**src/rtl/fp_pkg.sv**
```systemverilog
// -----------------------------------------------------------------------------
// fp_pkg -- shared definitions for the floating-point register file slice.
//   FLEN          : width of one FP register (IEEE754 single)
//   NREG          : number of FP registers f0..f31 (no hardwired zero)
//   CNT_W         : width of the busy population count (holds 0..NREG)
//   fp_reg_addr_t : 5-bit register address
//   fp_word_t     : FLEN-bit register word
//   busy_popcount : number of set bits in a busy vector
// Related build macro: FP_REG_BYPASS_EN (used by fp_regfile / fp_scoreboard).
// -----------------------------------------------------------------------------
package fp_pkg;

    localparam int FLEN  = 32;
    localparam int NREG  = 32;
    localparam int CNT_W = $clog2(NREG + 1);

    typedef logic [4:0]      fp_reg_addr_t;
    typedef logic [FLEN-1:0] fp_word_t;

    // Population count of the busy vector; CNT_W bits are enough for NREG.
    function automatic logic [CNT_W-1:0] busy_popcount(input logic [NREG-1:0] bits);
        logic [CNT_W-1:0] cnt;
        cnt = {CNT_W{1'b0}};
        for (int i = 0; i < NREG; i++) begin
            cnt = cnt + {{(CNT_W-1){1'b0}}, bits[i]};
        end
        return cnt;
    endfunction

endpackage

```
**src/rtl/fp_scoreboard.sv**
```systemverilog
// -----------------------------------------------------------------------------
// fp_scoreboard -- per-register busy tracking and RAW hazard detection.
//   clk, rst_n          : clock, synchronous active-low reset
//   iss_en, iss_rd      : op issued this cycle, marks iss_rd busy
//   wb_en, wb_addr      : writeback this cycle, clears wb_addr busy
//   flush               : drop every pending producer (issue same cycle ignored)
//   rs1_addr, rs1_use   : source 1 address / source 1 actually read
//   rs2_addr, rs2_use   : source 2 address / source 2 actually read
//   stall               : combinational hazard request to hold decode
//   busy_cnt            : registered count of busy registers
// Build macro FP_REG_BYPASS_EN: a same-cycle writeback to a source removes
// its hazard; without it the hazard stays until the cycle after the write.
// -----------------------------------------------------------------------------
module fp_scoreboard
    import fp_pkg::*;
(
    input  logic               clk,
    input  logic               rst_n,
    input  logic               iss_en,
    input  logic [4:0]         iss_rd,
    input  logic               wb_en,
    input  logic [4:0]         wb_addr,
    input  logic               flush,
    input  logic [4:0]         rs1_addr,
    input  logic               rs1_use,
    input  logic [4:0]         rs2_addr,
    input  logic               rs2_use,
    output logic               stall,
    output logic [CNT_W-1:0]   busy_cnt
);

    logic [NREG-1:0] busy_r;
    logic [NREG-1:0] busy_next_s;
    logic [NREG-1:0] wb_mask_s;
    logic [NREG-1:0] iss_mask_s;
    logic            hazard1_s;
    logic            hazard2_s;

    // One-hot masks for the writeback clear and the issue set.
    always_comb begin
        wb_mask_s  = {NREG{1'b0}};
        iss_mask_s = {NREG{1'b0}};
        if (wb_en) begin
            wb_mask_s[wb_addr] = 1'b1;
        end else begin
            wb_mask_s = {NREG{1'b0}};
        end
        // A flush cancels the issue of the same cycle.
        if (iss_en && !flush) begin
            iss_mask_s[iss_rd] = 1'b1;
        end else begin
            iss_mask_s = {NREG{1'b0}};
        end
    end

    // Next busy state: set applied after clear so a newer producer survives
    // a same-register writeback; flush empties the whole table.
    always_comb begin
        busy_next_s = busy_r;
        if (flush) begin
            busy_next_s = {NREG{1'b0}};
        end else begin
            busy_next_s = (busy_r & ~wb_mask_s) | iss_mask_s;
        end
    end

`ifdef FP_REG_BYPASS_EN
    // The writeback value is forwarded, so a matching source is satisfied now.
    assign hazard1_s = busy_r[rs1_addr] & ~(wb_en & (wb_addr == rs1_addr));
    assign hazard2_s = busy_r[rs2_addr] & ~(wb_en & (wb_addr == rs2_addr));
`else
    // No forwarding: the source waits until the array holds the new value.
    assign hazard1_s = busy_r[rs1_addr];
    assign hazard2_s = busy_r[rs2_addr];
`endif

    assign stall = (rs1_use & hazard1_s) | (rs2_use & hazard2_s);

    // Busy bits and their count update on the same edge; reset drops all.
    always_ff @(posedge clk) begin
        if (!rst_n) begin
            busy_r   <= {NREG{1'b0}};
            busy_cnt <= {CNT_W{1'b0}};
        end else begin
            busy_r   <= busy_next_s;
            busy_cnt <= busy_popcount(busy_next_s);
        end
    end

endmodule

```
**src/rtl/fp_regfile.sv**
```systemverilog
// -----------------------------------------------------------------------------
// fp_regfile -- 32 x FLEN floating-point register file with a busy scoreboard.
//   clk, rst_n          : clock, synchronous active-low reset (clears array)
//   rs1_addr, rs2_addr  : combinational read addresses (FP adder A / B)
//   rs1_use, rs2_use    : source actually read by the decoded op
//   rs1_data, rs2_data  : read data
//   wb_en, wb_addr, wb_data : single writeback port
//   iss_en, iss_rd      : FP op issued this cycle that will write iss_rd
//   flush               : cancel all in-flight FP ops
//   stall               : RAW hazard request
//   busy_cnt            : number of busy registers (0..32)
// Build macro FP_REG_BYPASS_EN: when defined, a same-cycle writeback is
// forwarded to a matching read port.
// -----------------------------------------------------------------------------
module fp_regfile #(
    parameter int FLEN = fp_pkg::FLEN,
    parameter int NREG = fp_pkg::NREG
) (
    input  logic            clk,
    input  logic            rst_n,
    input  logic [4:0]      rs1_addr,
    input  logic [4:0]      rs2_addr,
    input  logic            rs1_use,
    input  logic            rs2_use,
    output logic [FLEN-1:0] rs1_data,
    output logic [FLEN-1:0] rs2_data,
    input  logic            wb_en,
    input  logic [4:0]      wb_addr,
    input  logic [FLEN-1:0] wb_data,
    input  logic            iss_en,
    input  logic [4:0]      iss_rd,
    input  logic            flush,
    output logic            stall,
    output logic [5:0]      busy_cnt
);
    import fp_pkg::*;

    logic [FLEN-1:0] regs_r [NREG];
    fp_reg_addr_t    rs1_idx_s;
    fp_reg_addr_t    rs2_idx_s;

    assign rs1_idx_s = rs1_addr;
    assign rs2_idx_s = rs2_addr;

    // Register array: reset clears everything and beats a pending write.
    always_ff @(posedge clk) begin
        if (!rst_n) begin
            for (int i = 0; i < NREG; i++) begin
                regs_r[i] <= {FLEN{1'b0}};
            end
        end else if (wb_en) begin
            regs_r[wb_addr] <= wb_data;
        end else begin
            regs_r[wb_addr] <= regs_r[wb_addr];
        end
    end

    // Read muxing, optionally forwarding the writeback data.
    always_comb begin
        rs1_data = regs_r[rs1_idx_s];
        rs2_data = regs_r[rs2_idx_s];
`ifdef FP_REG_BYPASS_EN
        if (wb_en && (wb_addr == rs1_idx_s)) begin
            rs1_data = wb_data;
        end else begin
            rs1_data = regs_r[rs1_idx_s];
        end
        if (wb_en && (wb_addr == rs2_idx_s)) begin
            rs2_data = wb_data;
        end else begin
            rs2_data = regs_r[rs2_idx_s];
        end
`endif
    end

    fp_scoreboard u_scoreboard (
        .clk      (clk),
        .rst_n    (rst_n),
        .iss_en   (iss_en),
        .iss_rd   (iss_rd),
        .wb_en    (wb_en),
        .wb_addr  (wb_addr),
        .flush    (flush),
        .rs1_addr (rs1_addr),
        .rs1_use  (rs1_use),
        .rs2_addr (rs2_addr),
        .rs2_use  (rs2_use),
        .stall    (stall),
        .busy_cnt (busy_cnt)
    );

endmodule

```
**config.mk**
```make
export PLATFORM = sky130hd
export DESIGN_NAME = fp_regfile
export DESIGN_NICKNAME = d
export VERILOG_FILES = /design/src/rtl/fp_pkg.sv /design/src/rtl/fp_scoreboard.sv /design/src/rtl/fp_regfile.sv
export SDC_FILE = /design/constraint.sdc
export NUM_CORES = 2
export LEC_CHECK = 0
export CORE_ASPECT_RATIO = 2
export CORE_MARGIN = 1
export CORE_UTILIZATION = 35
export DETAILED_ROUTE_END_ITERATION = 16
export GPL_TIMING_DRIVEN = 1
export MAX_ROUTING_LAYER = met4
export PLACE_DENSITY = 0.49
export SYNTH_ARGS = -nofsm -noshare
export SYNTH_HDL_FRONTEND = slang
export SYNTH_SLANG_ARGS = --single-unit
```
**constraint.sdc**
```tcl
create_clock -name clk -period 9.1 [get_ports clk]
set_input_delay 1.82 -clock clk [delete_from_list [all_inputs] [get_ports clk]]
set_output_delay 1.82 -clock clk [all_outputs]
set_load 0.05 [all_outputs]
```
After elaboration in Yosys (flattened, before gate mapping)
Memory sizes are Yosys's and may differ from the RTL's.
Index checks and enable logic that the tools add are counted.
{"block": "op_classes", "n_addsub": 31, "n_bitwise": 7, "eq_ne": 1, "n_lt_le_gt_ge": 6, "reduce_logical": 6, "n_mux": 22}
{"operator": "$add A6 B1 Y6", "n": 30}
{"operator": "$mux W32", "n": 5}
{"operator": "$and A32 B32 Y32", "n": 1}
{"operator": "$not A32 Y32", "n": 1}
{"operator": "$or A32 B32 Y32", "n": 1}
{"operator": "$reduce_or A32 Y1", "n": 1}
{"operator": "$lt A5 B6 Y1 const B", "n": 4}
{"operator": "$mux W1", "n": 12}
{"operator": "$bmux W1 S5", "n": 2}
{"operator": "$demux W1 S5", "n": 2}
{"operator": "$ge A5 B1 Y1 const B", "n": 2}
{"operator": "$mux W5", "n": 1}
{"operator": "$logic_and A1 B1 Y1", "n": 3}
{"operator": "$add A1 B1 Y2", "n": 1}
{"operator": "$and A1 B1 Y1", "n": 2}
{"operator": "$or A1 B1 Y1", "n": 2}
{"operator": "$reduce_and A2 Y1", "n": 1}
{"operator": "$logic_not A1 Y1", "n": 1}
{"operator": "$ne A0 B0 Y1", "n": 1}
{"block": "word_totals", "in_bits": 59, "reg_bits": 38, "memories": 1, "mem_bits_rw": 1024, "output_inout_bits": 71}
{"name": "regs_r", "depth": 32, "width": 32, "rd": 2, "rd_ports_with_merged_regs": 0, "wr": 32, "line_no": "fp_regfile.sv:38", "source": "logic [FLEN-1:0] regs_r [NREG];"}

Longest topological paths before layout
{"block": "logic_depth", "ltp_word": 40, "ltp_mapped": 23, "depth_no_buf": 21}

Modules after synthesis
A second synthesis with hierarchy kept.
{"block": "unflattened", "hier_cells": 4962, "area_unflattened_um2": 58761.4}
{"module": "fp_regfile", "cells_per_inst": 4646, "area_per_inst_um2": 55754.7, "n_inst": 1, "seq_area_each_um2": 30749.5}
{"module": "fp_scoreboard", "cells_per_inst": 316, "area_per_inst_um2": 3006.6, "n_inst": 1, "seq_area_each_um2": 760.7}

Least setup slack after synthesis
No wires, ideal clock.
{"block": "synth_path", "path_type": "input port to flip-flop", "startpoint": "in flush", "endpoint": "reg u_scoreboard.busy_cnt[4]", "path_stages": 19, "arrival_time_ps": 7220, "t_required_ps": 8972, "setup_ps": 128, "path_buffers": 1, "path_slack_ps": 1753, "path_cell_list": "clkbuf_1 > nor4b_2 > nand2_1 > a21oi_1 > ha_1 > inv_1 > fa_1 > fa_1 > fa_1 > fa_1 > fa_1 > inv_1 > fa_1 > fa_1 > fa_1 > a21o_1 > a21oi_1 > xor2_1 > nor2_1"}
{"block": "synth_via", "elab_chain_cells": 36}
{"element": "start: declaration", "line_no": "fp_regfile.sv:32", "source": "input logic flush,"}
{"element": "$logic_not A1 Y1", "line_no": "fp_scoreboard.sv:49", "source": "if (iss_en && !flush) begin"}
{"element": "$logic_and A1 B1 Y1", "line_no": "fp_scoreboard.sv:49"}
{"element": "$mux W32", "line_no": "fp_scoreboard.sv:49"}
{"element": "$or A32 B32 Y32", "line_no": "fp_scoreboard.sv:63", "source": "busy_next_s = (busy_r & ~wb_mask_s) | iss_mask_s;"}
{"element": "$mux W32 *", "line_no": "fp_scoreboard.sv:60", "source": "if (flush) begin"}
{"element": "net u_scoreboard.busy_next_s[0]", "line_no": "fp_scoreboard.sv:33", "source": "logic [NREG-1:0] busy_next_s;"}
{"element": "$add A1 B1 Y2 *", "line_no": "fp_pkg.sv:25", "source": "cnt = cnt + {{(CNT_W-1){1'b0}}, bits[i]};"}
{"element": "$add A6 B1 Y6 * (30 in a row)", "line_no": "fp_pkg.sv:25"}
{"element": "end signal: assignment", "line_no": "fp_scoreboard.sv:83", "source": "busy_cnt <= {CNT_W{1'b0}};"}
{"element": "end signal: assignment", "line_no": "fp_scoreboard.sv:86", "source": "busy_cnt <= busy_popcount(busy_next_s);"}
{"element": "end: declaration", "line_no": "fp_scoreboard.sv:29", "source": "output logic [CNT_W-1:0] busy_cnt"}
Mark *: on every way through the listed nets, which the timed path passes. The rest lies on a longest branch.
A chain may end at the register's enable or synchronous reset.

Worst setup path in the final report
{"block": "layout_path", "startpoint": "in wb_en", "endpoint": "reg u_scoreboard.busy_cnt[4]"}
{"block": "layout_via", "elab_chain_cells": 36}
{"element": "start: declaration", "line_no": "fp_regfile.sv:27", "source": "input logic wb_en,"}
{"element": "$mux W32", "line_no": "fp_scoreboard.sv:43", "source": "if (wb_en) begin"}
{"element": "$not A32 Y32", "line_no": "fp_scoreboard.sv:63"}
{"element": "$and A32 B32 Y32", "line_no": "fp_scoreboard.sv:63"}
{"element": "$or A32 B32 Y32", "line_no": "fp_scoreboard.sv:63"}
{"element": "$mux W32", "line_no": "fp_scoreboard.sv:60"}
{"element": "net u_scoreboard.busy_next_s[0]", "line_no": "fp_scoreboard.sv:33"}
{"element": "$add A1 B1 Y2", "line_no": "fp_pkg.sv:25"}
{"element": "$add A6 B1 Y6 (30 in a row)", "line_no": "fp_pkg.sv:25"}
The timed path passes the listed nets, and every way through them passes these cells.

==> reports/qor.csv <==
metric,value,unit
whs_path_depth,3,
fmax,134.1,MHz
min_from,u_scoreboard.busy_r[14],
postPlaceCellArea,61190,µm²
end_kind,flop,
cts_sinks,1062,
antenna_found_initial,28,
grt_pass1_wl,292.8,mm
syn_to_final_growth,13.21,%
drtPass1Iterations,5,
ys_warn_count,0,
pin_count,130,
io_buffers,129,
cts_buffers,102,
overflow,0,
die_w,287.5,µm
drtAntennaViolNets,0,
hold_end,u_scoreboard.busy_r[14],
routed_wl,214.2,mm
max_slew_margin,13.59,%
layout.cells.most_common_list,"1038 x and2_1, 1024 x edfxtp_1, 656 x mux4_2",
p_total,11.94,mW
postCtsSetupRepairBufs,0,
synth.area.mux_share,27.23,%
slowest_stage,or3b_2,
pre_cts_ws,0.8903,ns
hold_path_class,reg -> reg,
dp_hpwl,120.4,mm
multi_input_area,24480,µm²
ys_seq_elements,1062,
finalSetupTns,0,ns
drive_gt1_share,30.33,%
crit_family,adder cells,
die_h,573.0,µm
cts_hold_buf,0,
drc,0,
slew_viol_final,0,
fp-row-count,209,
min_period,7.459,ns
drv_cap,0,
synth_cell_type_count,46,
fin_ws,1.641,ns
grt_max_degree,70,
track_usage,26.94,%
critPathRequiredTime,9.70,ns
p_leak,21.29,nW
clock_path_buffers,3,
seq_area,31510,µm²
die-area,164700,µm²
path_buf_inv,3,
reg2reg_to,u_scoreboard.busy_cnt[4],
avgSynthCellArea,16.32,µm²
crit_path_frequent_cell,fa_1,
grt_pass1_vias,35270,
startpoint_type,primary input,
slowest_delay,0.62,ns
fin_crit_sh,81.96,%
seq_area_frac_synth,55.23,%
skew,0.006999,ns
arrival,8.06,ns
num-nets-final,3566,
worst_pin_slew,1.291,ns
status,"complete, no violations",
hold_viol_final,0,
path_max_fanout,9,
setup_viol,0,
clk_latency,0.71,ns
rsz0062_at_grt,false,
avgViaCountPerCell,5.874,
synth_top_flop_cell,edfxtp_1,
syn-cell-area,57060,µm²
initial_core_util,35.25,%
powerDensity,184.8,nW/µm²
r2r-start,u_scoreboard.busy_r[1],
clk_pin_slew,0.07,ns
synth_top_family_by_area,multiplexers,
final_common_cell,and2_1,
vdd_drop_max,0.1460,mV
postSynthCellCount,3497,
r2r_setup_slack,3.64,ns
synth-simple-area-share,12.47,%
first_iter_violations,3517,
core,161900,µm²
cts_tree,done,
synth-edff-count,1024,
wl_per_cell,37.65,µm
num_vias,33410,
worstSetupPathType,in -> reg,
finalInstanceArea,64590,µm²
holdWs,0.6522,ns
cts_resized,0,
reg2regPathDepth,17,
place_congestion,0.8316,
root_buffer,clkbuf_16,
path_cells,clkdlybuf4s50_1 -> or3b_2 -> o21ai_0 -> a21oi_1 -> ha_1 -> inv_1 -> fa_1 -> fa_1 -> fa_1 -> fa_1 -> fa_1 -> inv_1 -> fa_1 -> fa_1 -> fa_1 -> a21o_1 -> a21oi_1 -> xor2_1 -> nor2_1,
fillCellCount,14500,
synthAdderAreaFrac,1.018,%
synth_nets,3588,
cts_max_level,3,
synth-async-reset-ratio,0,%
synth_compound_area_share,1.112,%
synth-xor-area-share,0.03070,%
## cells by family (layout without fill, tap and decap cells)
family          Yosys count  count (layout)
simple gates           1165            1165
compound gates          109             109
mux                     724             724
xor+xnor                  2               2
buf+inv                 403             467
other cells               0              17
fa+ha+maj                32              32
flops                  1062            1062
## metrics by stage
step           utilization, %  std cells
6_report                39.91       5688
5_1_grt                 39.89       5681
4_1_cts                 39.88       5671
3_5_place_dp            37.80       5481
3_3_place_gp            37.80       5481
2_1_floorplan               -       3497
## worst reg2reg max path: stages (launching register included)
cell and delay (ns):
dfxtp_1 0.35, o21ai_0 0.11, a21oi_1 0.21, ha_1 0.26
inv_1 0.07, fa_1 0.43, fa_1 0.55, fa_1 0.44
fa_1 0.47, fa_1 0.50, inv_1 0.05, fa_1 0.44
fa_1 0.43, fa_1 0.47, a21o_1 0.19, a21oi_1 0.16
xor2_1 0.16, nor2_1 0.05
## cell usage after synthesis (all sizes together), types with 2 or more instances
| master | count | area, µm² |
|---|---|---|
| nor2b | 3 | 18.77 |
| nand3 | 5 | 25.02 |
| and2 | 1038 | 6494 |
| nand2b | 3 | 18.77 |
| nand2 | 32 | 120.1 |
| nand3b | 7 | 52.55 |
| clkbuf | 294 | 1104 |
| inv | 24 | 90.09 |
| and3b | 3 | 26.28 |
| or3b | 4 | 35.03 |
| edfxtp | 1024 | 30750 |
| mux2i | 3 | 30.03 |
| nor2 | 54 | 202.7 |
| a21oi | 13 | 65.06 |
| nor4bb | 2 | 20.02 |
| nor3b | 3 | 22.52 |
| o21ai | 64 | 320.3 |
| buf | 83 | 463.0 |
| dfxtp | 38 | 760.7 |
| clkinv | 2 | 7.510 |
| nor3 | 3 | 15.01 |
| or2 | 3 | 18.77 |
| a21o | 23 | 172.7 |
| mux4 | 656 | 14770 |
| mux2 | 65 | 732.0 |
| ha | 8 | 100.1 |
| fa | 24 | 480.5 |
## layout make-up
type	count	area share, %
flip-flops and latches	1062	48.78
inverters	26	0.1588
repair buffers	251	3.810
clock inverters	74	1.100
multi-input cells	2032	37.90
well taps	2110	4.087
clock buffers	116	4.099
diodes	17	0.06586
## flip-flops by register name, indices dropped and copies added, names as in the netlist
signal and cells:
regs_r 1024, u_scoreboard.busy_r 32, u_scoreboard.busy_cnt 6
## worst max path at each step
| stage | from | end | slack (ns) | cells past startpoint |
|---|---|---|---|---|
| 4_1_cts | wb_en | u_scoreboard.busy_cnt[4] | 1.67 | 19 |
| 3_5_place_dp | wb_en | u_scoreboard.busy_cnt[4] | 0.89 | 19 |
| 3_3_place_gp | wb_en | u_scoreboard.busy_cnt[4] | 0.88 | 19 |
| 5_1_grt | wb_en | u_scoreboard.busy_cnt[4] | 1.42 | 19 |
| 2_1_floorplan | flush | u_scoreboard.busy_cnt[4] | 1.75 | 19 |
| 6_report | wb_en | u_scoreboard.busy_cnt[4] | 1.64 | 19 |
## power breakdown
part	leakage, nW	internal (mW)	switching [mW]
sequential	10.1	5.62	0.123
clock	1.65	2.46	2.00
combinational	9.57	0.727	1.01
total	21.3	8.80	3.14
## per-layer routing
layer,vias up,track usage [%],part of all wire (%),wire length (µm)
li1,13450,-,-,-
met1,18310,31.25,37,78790
met2,1290,47.38,54,115600
met3,361,3.099,5.5,11700
met4,0,10.10,3.8,8140
met5,-,-,0,0
No activity file was read; power rests on OpenSTA's default activity.
